### config.mk
export PLATFORM = sky130hd
export DESIGN_NAME = inst_fetch_unit
export DESIGN_NICKNAME = d
export VERILOG_FILES = /design/src/rtl/inst_fetch_unit.sv
export SDC_FILE = /design/constraint.sdc
export NUM_CORES = 1
export LEC_CHECK = 0
export ABC_AREA = 1
export ABC_CLOCK_PERIOD_IN_PS = 1800
export BUFFER_PORTS_ARGS = -buffer_cell sky130_fd_sc_hd__buf_2
export CORE_MARGIN = 3
export CORE_UTILIZATION = 43
export DETAILED_ROUTE_END_ITERATION = 8
export PLACE_DENSITY = 0.77
export SYNTH_ARGS = -nofsm -noshare
export SYNTH_HDL_FRONTEND = slang
export SYNTH_SLANG_ARGS = --single-unit
### constraint.sdc
create_clock -name clk -period 1.8 [get_ports clk]
set_input_delay 0.18 -clock clk [delete_from_list [all_inputs] [get_ports clk]]
set_output_delay 0.18 -clock clk [all_outputs]
set_load 0.02 [all_outputs]
### src/rtl/inst_fetch_unit.sv
// Instruction fetch stage: owns the PC, handshakes with a variable-latency
// instruction memory, holds the fetched word for decode and applies redirects.
module inst_fetch_unit #(
    parameter logic [31:0] RESET_PC     = 32'h0000_0000,
    parameter int unsigned IMEM_TIMEOUT = 16,
    parameter logic [31:0] NOP_INST     = 32'h0000_0013
) (
    input  logic        clk,
    input  logic        rst,
    input  logic        PCSel,
    input  logic [31:0] alu_target,
    input  logic        inst_ack,
    output logic        imem_req,
    output logic [31:0] imem_addr,
    input  logic        imem_ready,
    input  logic [31:0] imem_rdata,
    output logic [31:0] pc,
    output logic [31:0] pc_plus4,
    output logic [31:0] inst,
    output logic        inst_valid,
    output logic        fault,
    output logic [1:0]  fault_code
);

    typedef enum logic [1:0] {
        IDLE,
        REQ,
        HOLD,
        FAULT
    } state_t;

    localparam int unsigned CW = (IMEM_TIMEOUT > 2) ? $clog2(IMEM_TIMEOUT) : 1;

    state_t        state, state_next;
    logic [31:0]   pc_q, pc_next;
    logic [31:0]   inst_q, inst_next;
    logic [1:0]    code_q, code_next;
    logic [CW-1:0] cnt, cnt_next;
    logic [31:0]   target;
    logic          timeout_hit;

    assign pc_plus4    = pc_q + 32'd4;
    // JALR semantics: bit 0 of the ALU target is always dropped
    assign target      = PCSel ? (alu_target & ~32'h0000_0001) : pc_plus4;
    assign timeout_hit = (IMEM_TIMEOUT != 0) && (cnt == CW'(IMEM_TIMEOUT - 1));

    always_ff @(posedge clk or posedge rst) begin
        if (rst) begin
            state  <= IDLE;
            pc_q   <= RESET_PC;
            inst_q <= NOP_INST;
            code_q <= 2'b00;
            cnt    <= '0;
        end else begin
            state  <= state_next;
            pc_q   <= pc_next;
            inst_q <= inst_next;
            code_q <= code_next;
            cnt    <= cnt_next;
        end
    end

    always_comb begin
        state_next = state;
        pc_next    = pc_q;
        inst_next  = inst_q;
        code_next  = code_q;
        cnt_next   = cnt;

        unique case (state)
            IDLE: begin
                state_next = REQ;
            end

            REQ: begin
                // A response on the timeout edge still wins over the fault
                if (imem_ready) begin
                    inst_next  = imem_rdata;
                    cnt_next   = '0;
                    state_next = HOLD;
                end else if (timeout_hit) begin
                    code_next  = 2'b01;
                    state_next = FAULT;
                end else if (IMEM_TIMEOUT != 0) begin
                    cnt_next = cnt + CW'(1);
                end
            end

            HOLD: begin
                if (inst_ack) begin
                    if (target[1]) begin
                        code_next  = 2'b10;
                        state_next = FAULT;
                    end else begin
                        pc_next    = target;
                        inst_next  = NOP_INST;
                        state_next = REQ;
                    end
                end
            end

            FAULT: begin
                state_next = FAULT;
            end

            default: begin
                state_next = IDLE;
            end
        endcase
    end

    // Outputs decode straight from the state so reset drops imem_req at once
    assign imem_req   = (state == REQ);
    assign imem_addr  = pc_q;
    assign pc         = pc_q;
    assign inst_valid = (state == HOLD);
    assign inst       = inst_valid ? inst_q : NOP_INST;
    assign fault      = (state == FAULT);
    assign fault_code = code_q;

endmodule

Word-level counts from Yosys, hierarchy flattened

Cells that the tools add are included.

Register bits after elaboration: 71
Output and inout port bits: 133

Add/sub/neg operators: 2
Equality and inequality tests: 12
Mux-type cells: 18
Bitwise operators: 1
Reductions and logical operators: 7

Operators with widths:

| cell                    | number |
|---|---|
| $mux W32                | 5 |
| $pmux W32 S2            | 1 |
| $add A32 B3 Y32 const B | 1 |
| $mux W2                 | 8 |
| $mux W4                 | 2 |
| $ne A2 B2 Y1 const B    | 4 |
| $pmux W2 S4             | 1 |
| $ne A2 B1 Y1 const B    | 3 |
| $reduce_and A5 Y1       | 1 |
| $add A4 B1 Y4 const B   | 1 |
| $eq A2 B2 Y1 const B    | 2 |
| $eq A4 B4 Y1 const B    | 1 |
| $pmux W2 S2             | 1 |
| $reduce_and A2 Y1       | 2 |
| $reduce_and A4 Y1       | 1 |
| $ne A3 B1 Y1 const B    | 1 |
| $reduce_and A3 Y1       | 1 |
| $eq A2 B1 Y1 const B    | 1 |
| $logic_not A2 Y1        | 1 |
| $reduce_bool A2 Y1      | 1 |
| $not A1 Y1              | 1 |

Longest topological paths before layout

Depth in word-level cells: 5
Mapped depth: 10
Depth with buffers taken out: 10

Worst setup path after synthesis

OpenSTA, ideal clock, no wires.

Kind: reg-to-reg
From: register pc_q[3] (netlist: imem_addr[3])
To: register pc_q[12] (netlist: imem_addr[12])
Setup time: 77 ps
Arrival: 1,732 ps
Required time: 1,723 ps
Slack: -9 ps
Stages on the path, launching flop included: 8
Path buffers: 0
Period minus slack after synthesis: 1,809 ps
Cells stage by stage: dfrtp_1 -> ha_1 -> nand2_2 -> nor2_4 -> nand3_1 -> xor2_1 -> nand2_1 -> a21oi_1

Cells in the longest elaborated chain, start to end: 2

RTL lines:

| element                | RTL line | text |
|---|---|---|
| start, declared        | 35       | `logic [31:0] pc_q, pc_next;` |
| start signal, assigned | 56       | `pc_q <= pc_next;` |
| $add A32 B3 Y32        | 42       | `assign pc_plus4 = pc_q + 32'd4;` |
| named net pc_plus4[12] | 18       | `output logic [31:0] pc_plus4,` |
| $mux W32               | 44       | `assign target = PCSel ? (alu_target & ~32'h0000_0001) : pc_plus4;` |

The timed path passes the listed nets, and every way through them passes these cells.
A chain may end at the register's enable or synchronous reset.

Worst setup path after layout

From: register pc_q[3] (netlist: imem_addr[3])
To: output pc_plus4[20]

Cells in the longest elaborated chain, start to end: 1

RTL lines:

| element         | RTL line |
|---|---|
| $add A32 B3 Y32 | 42 |
| end, declared   | 18 |

Every way passes these cells.

==> impl.org <==
** Worst setup path
- The number of cells on the worst reg-to-reg path is 9.
- In this run the worst path has a maximum fanout of 3.
- On the worst path, the slowest cell contributes a delay of 0.42 ns.
- Arrival time worst endpoint :: ~1.8 ns
- Class of the most critical setup path :: reg2out
- Crit path buffers/inverters :: 2
- Cell with the largest stage delay on the worst path :: sky130_fd_sc_hd__dfrtp_1
- Setup slack on the worst reg-to-reg path comes out at 0.15 ns.
- Cell class contributing the biggest share of worst-path delay :: simple AND/OR/NAND/NOR gates
- Traced cell by cell, the critical path runs through ha_4 -> nand2_2 -> nor2_4 -> buf_4 -> nand3_4 -> nor2_1 -> nand2_1 -> nand2_1 -> buf_4.
- Launch point of the worst reg-to-reg path :: imem_addr[3]
- Required time of the critical path :: 1.62 ns
- Critical Path Source Type :: flop
- The worst setup path is captured at an output port.
- Terminus of the critical flop-to-flop path :: imem_addr[10]

** Yosys
- Main area contributors after synthesis :: sky130_fd_sc_hd__dfrtp_1, sky130_fd_sc_hd__nand2_1, sky130_fd_sc_hd__nor2_1, sky130_fd_sc_hd__buf_4, sky130_fd_sc_hd__inv_1
- Sequential area share after synthesis :: 38.9%
- Most numerous cell in the Yosys netlist :: sky130_fd_sc_hd__nand2_1
- Synthesized netlist cell count :: 676
- Top cell type's share of synthesized area :: 37.1%
- Share of async-settable or async-resettable flops after synthesis :: 100%
- After synthesis, the most frequently instantiated cells are sky130_fd_sc_hd__nand2_1, sky130_fd_sc_hd__nor2_1, sky130_fd_sc_hd__inv_1, sky130_fd_sc_hd__dfrtp_1, sky130_fd_sc_hd__buf_4.
- Averaged over all synthesized cells, the footprint is 6.68 µm².
- Yosys mapped the design onto 31 distinct sky130hd cell types.
- After synthesis the cells add up to 4520 µm².
- Summed over all instances, the cell type with the most area after synthesis is sky130_fd_sc_hd__dfrtp_1.
- In this run, synthesis inferred 0 flip-flops with an integrated enable.
- In the synthesized netlist the dominant register cell turns out to be sky130_fd_sc_hd__dfrtp_1.
- Register bit total from synthesis :: 70
- For this run, the number of Yosys warnings is 0.

** Routing
- Post-route ant nets :: 0
- Routed vias :: 4786
- Detailed-route DRC error count :: 0
- Dividing the detail-routed via count by the number of cells gives roughly 4.8.
- Per-cell routed wire length :: 13.2 µm
- Number of detailed-routing iterations run before antenna repair :: 4
- Wirelength, routed :: approximately 13000 µm
- For this block, the initial DRC count from the detailed router was 250.

** Timing
- Setup slack on the critical path of the routed design comes to -0.165 ns.
- Part of the cycle the worst path needs :: 109%
- Worst Clk Skew :: 0.00998 ns
- Derived from the worst setup path, the maximum achievable clock frequency is about 510 MHz.
- The number of hold violations in the final report was 0.
- The smallest clock period supported by the final layout is computed as between 1.5 and 2 ns.
- Number of pins exceeding their max-slew limit in the final report :: 0
- Fin Setup TNS :: -2.58 ns
- Unrepaired setup endpoints after global routing :: true
- Setup violations remaining at the end of the flow were counted as 25.

** Clock tree
- H-tree depth reported by CTS :: 3
- Later-pin clock latency in the skew report :: 0.36 ns
- For this design, the sink count on the clock tree is 70.
- TritonCTS built the clock tree.
- Bufs on Longest Clock Path :: 2
- After clock tree synthesis, the clock-pin slew on the worst setup and hold paths is 0.08 ns.
- Root buffer cell :: sky130_fd_sc_hd__clkbuf_8
- TritonCTS buffer count :: 9

** Die
- Once the floorplan was initialized, standard cells occupied 45.2% of the core.
- The floorplan has 36 rows.
- Area of the placeable core :: 10000 µm²
- roughly 200 I/O pins were placed.
- The floorplan step set the die width to 109 µm.
- Die span in y :: approximately 110 µm
- Die ar. :: 11800 µm²

** Min path
- Worst hold stages :: 3
- In this run the most critical hold path is launched from imem_rdata[5].
- Worst hold path endpoint :: inst_q[5]
- The tightest min-delay check is of the in2reg type.

** Power
- VDD sags by at most 0.953 mV.
- For this design the static power due to leakage is 3.44 nW.
- The completed layout was analyzed and its total power is 0.0116 W.
- Power spread over the standard cell area amounts to 1850 nW/µm².

** Finish
- Post-layout net count :: between 900 and 1000
- Antenna fix cells :: 0
- Of the cells placed in the final design, the portion with a size suffix greater than 1 is 38.9%.
- The sequential cells in the finished layout cover a total of 1770 µm².
- With fillers left out, the area of the finished cells amounts to 6290 µm².
- Fill cells :: 939
- Relative area change from synthesis to final layout :: 39.2%
- In the final layout, the multi-input gates occupy between 2000 and 2500 µm².

** Placement
- Post-detailed-placement cell area :: 5470 µm²
- After legalization and detailed placement, the total HPWL measured 9020 µm.
- The congestion estimate from routability-driven global placement came to 0.879.
- Input and output buffers added on the ports amount to 194.

** Global route
- Summed over all layers, the global routing overflow is 0.
- Initial antenna violation count :: 1
- Combined global-route utilization of all metal layers :: between 20 and 25%
- Entering global routing, the biggest net connects 71 pins.
- The via count of the first global-routing pass came to 4310.
- Wire length of the first global-routing pass :: 20400 µm

** Outcome
- The final reports fail on setup timing.
- Outcome :: finished with violations

** Run
- Max-cap violations in this run came to 0.
[per-layer routing]
layer | GRT usage [%] | routed length (µm)
met4 | 10.4 | 397
met1 | 27.2 | 5330
met3 | 4.72 | 1170
met2 | 36.1 | 6360
met5 | 0 | 7
[metrics by stage]
step | worst slack (ns) | util, % | hold WS, ns | cells
after floorplan | 0.0478 | - | 0.291 | 681
after global placement | 0.131 | 54.7 | 0.315 | 966
after detailed placement | 0.120 | 54.7 | 0.323 | 966
after CTS | -0.155 | 60.6 | 0.00914 | 999
after global routing | -0.282 | 62.9 | 0.0233 | 1006
final | -0.165 | 62.9 | 0.0256 | 1006
[report_power, final]
group          internal [W]  switching [W]
registers           0.00239       0.000809
logic               0.00270        0.00441
clock network      0.000688       0.000615
total               0.00578        0.00583
[sequential cells by signal (all words and copies together) (netlist names)]
register / flops
inst_q: 32
imem_addr: 30
cnt: 4
fault_code: 2
state: 2
[cell usage in the layout (no fill, tap or decap), drive strengths merged]
master / n
nand2: 248
buf: 232
nor2: 121
inv: 74
dfrtp: 67
a21oi: 31
nand3: 30
o21ai: 18
clkbuf: 14
xor2: 8
conb: 6
o22ai: 4
xnor2: 3
dfstp: 3
clkinv: 3
and2: 2
clkinvlp: 2
ha: 2
a211oi: 1
a31oi: 1
o211ai: 1
a22o: 1
dlygate4sd3: 1
[worst max path at each step]
stage               depth (start not counted)       endpoint         start  slack (ns)
global route                                9   pc_plus4[22]  imem_addr[3]       -0.28
detailed placement                          8   pc_plus4[28]  imem_addr[2]        0.12
CTS                                         8   pc_plus4[20]  imem_addr[3]       -0.16
global placement                            7   pc_plus4[20]  imem_addr[2]        0.13
floorplan                                   7  imem_addr[10]  imem_addr[3]        0.05
finish                                      9   pc_plus4[20]  imem_addr[3]       -0.16
[repair_timing]
| action | 4_1_cts | 5_1_grt |
|---|---|---|
| pin swaps | 17 | 18 |
| hold endpoints to repair | 67 | 0 |
| endpoints found under the setup margin | 25 | 53 |
| buffers inserted | 16 | 7 |
| hold buffers | 1 | 0 |
| gates resized for setup | 81 | 56 |
[cell type report]
class                      count  area share (%)
multi-input combinational    477            38.0
sequential                    70            28.1
timing repair buffer         233            23.3
inverter                      77            4.72
clock buffer                  14            3.06
tap                          133            2.65
clock inverter                 2           0.199
[tightest hold or removal path: cells and delay by family]
family	cells	cell delay (ns)
buffers and inverters	1	0.07
and+or+nand+nor	2	0.09
[cells by family after synthesis]
group           synth area share [%]
buf+inv                         14.6
other cells                   0.0830
fa+ha+maj                      0.554
flops                           38.9
xor+xnor                        2.13
simple gates                    36.6
compound gates                  7.17
No activity file was read; power rests on OpenSTA's default activity.
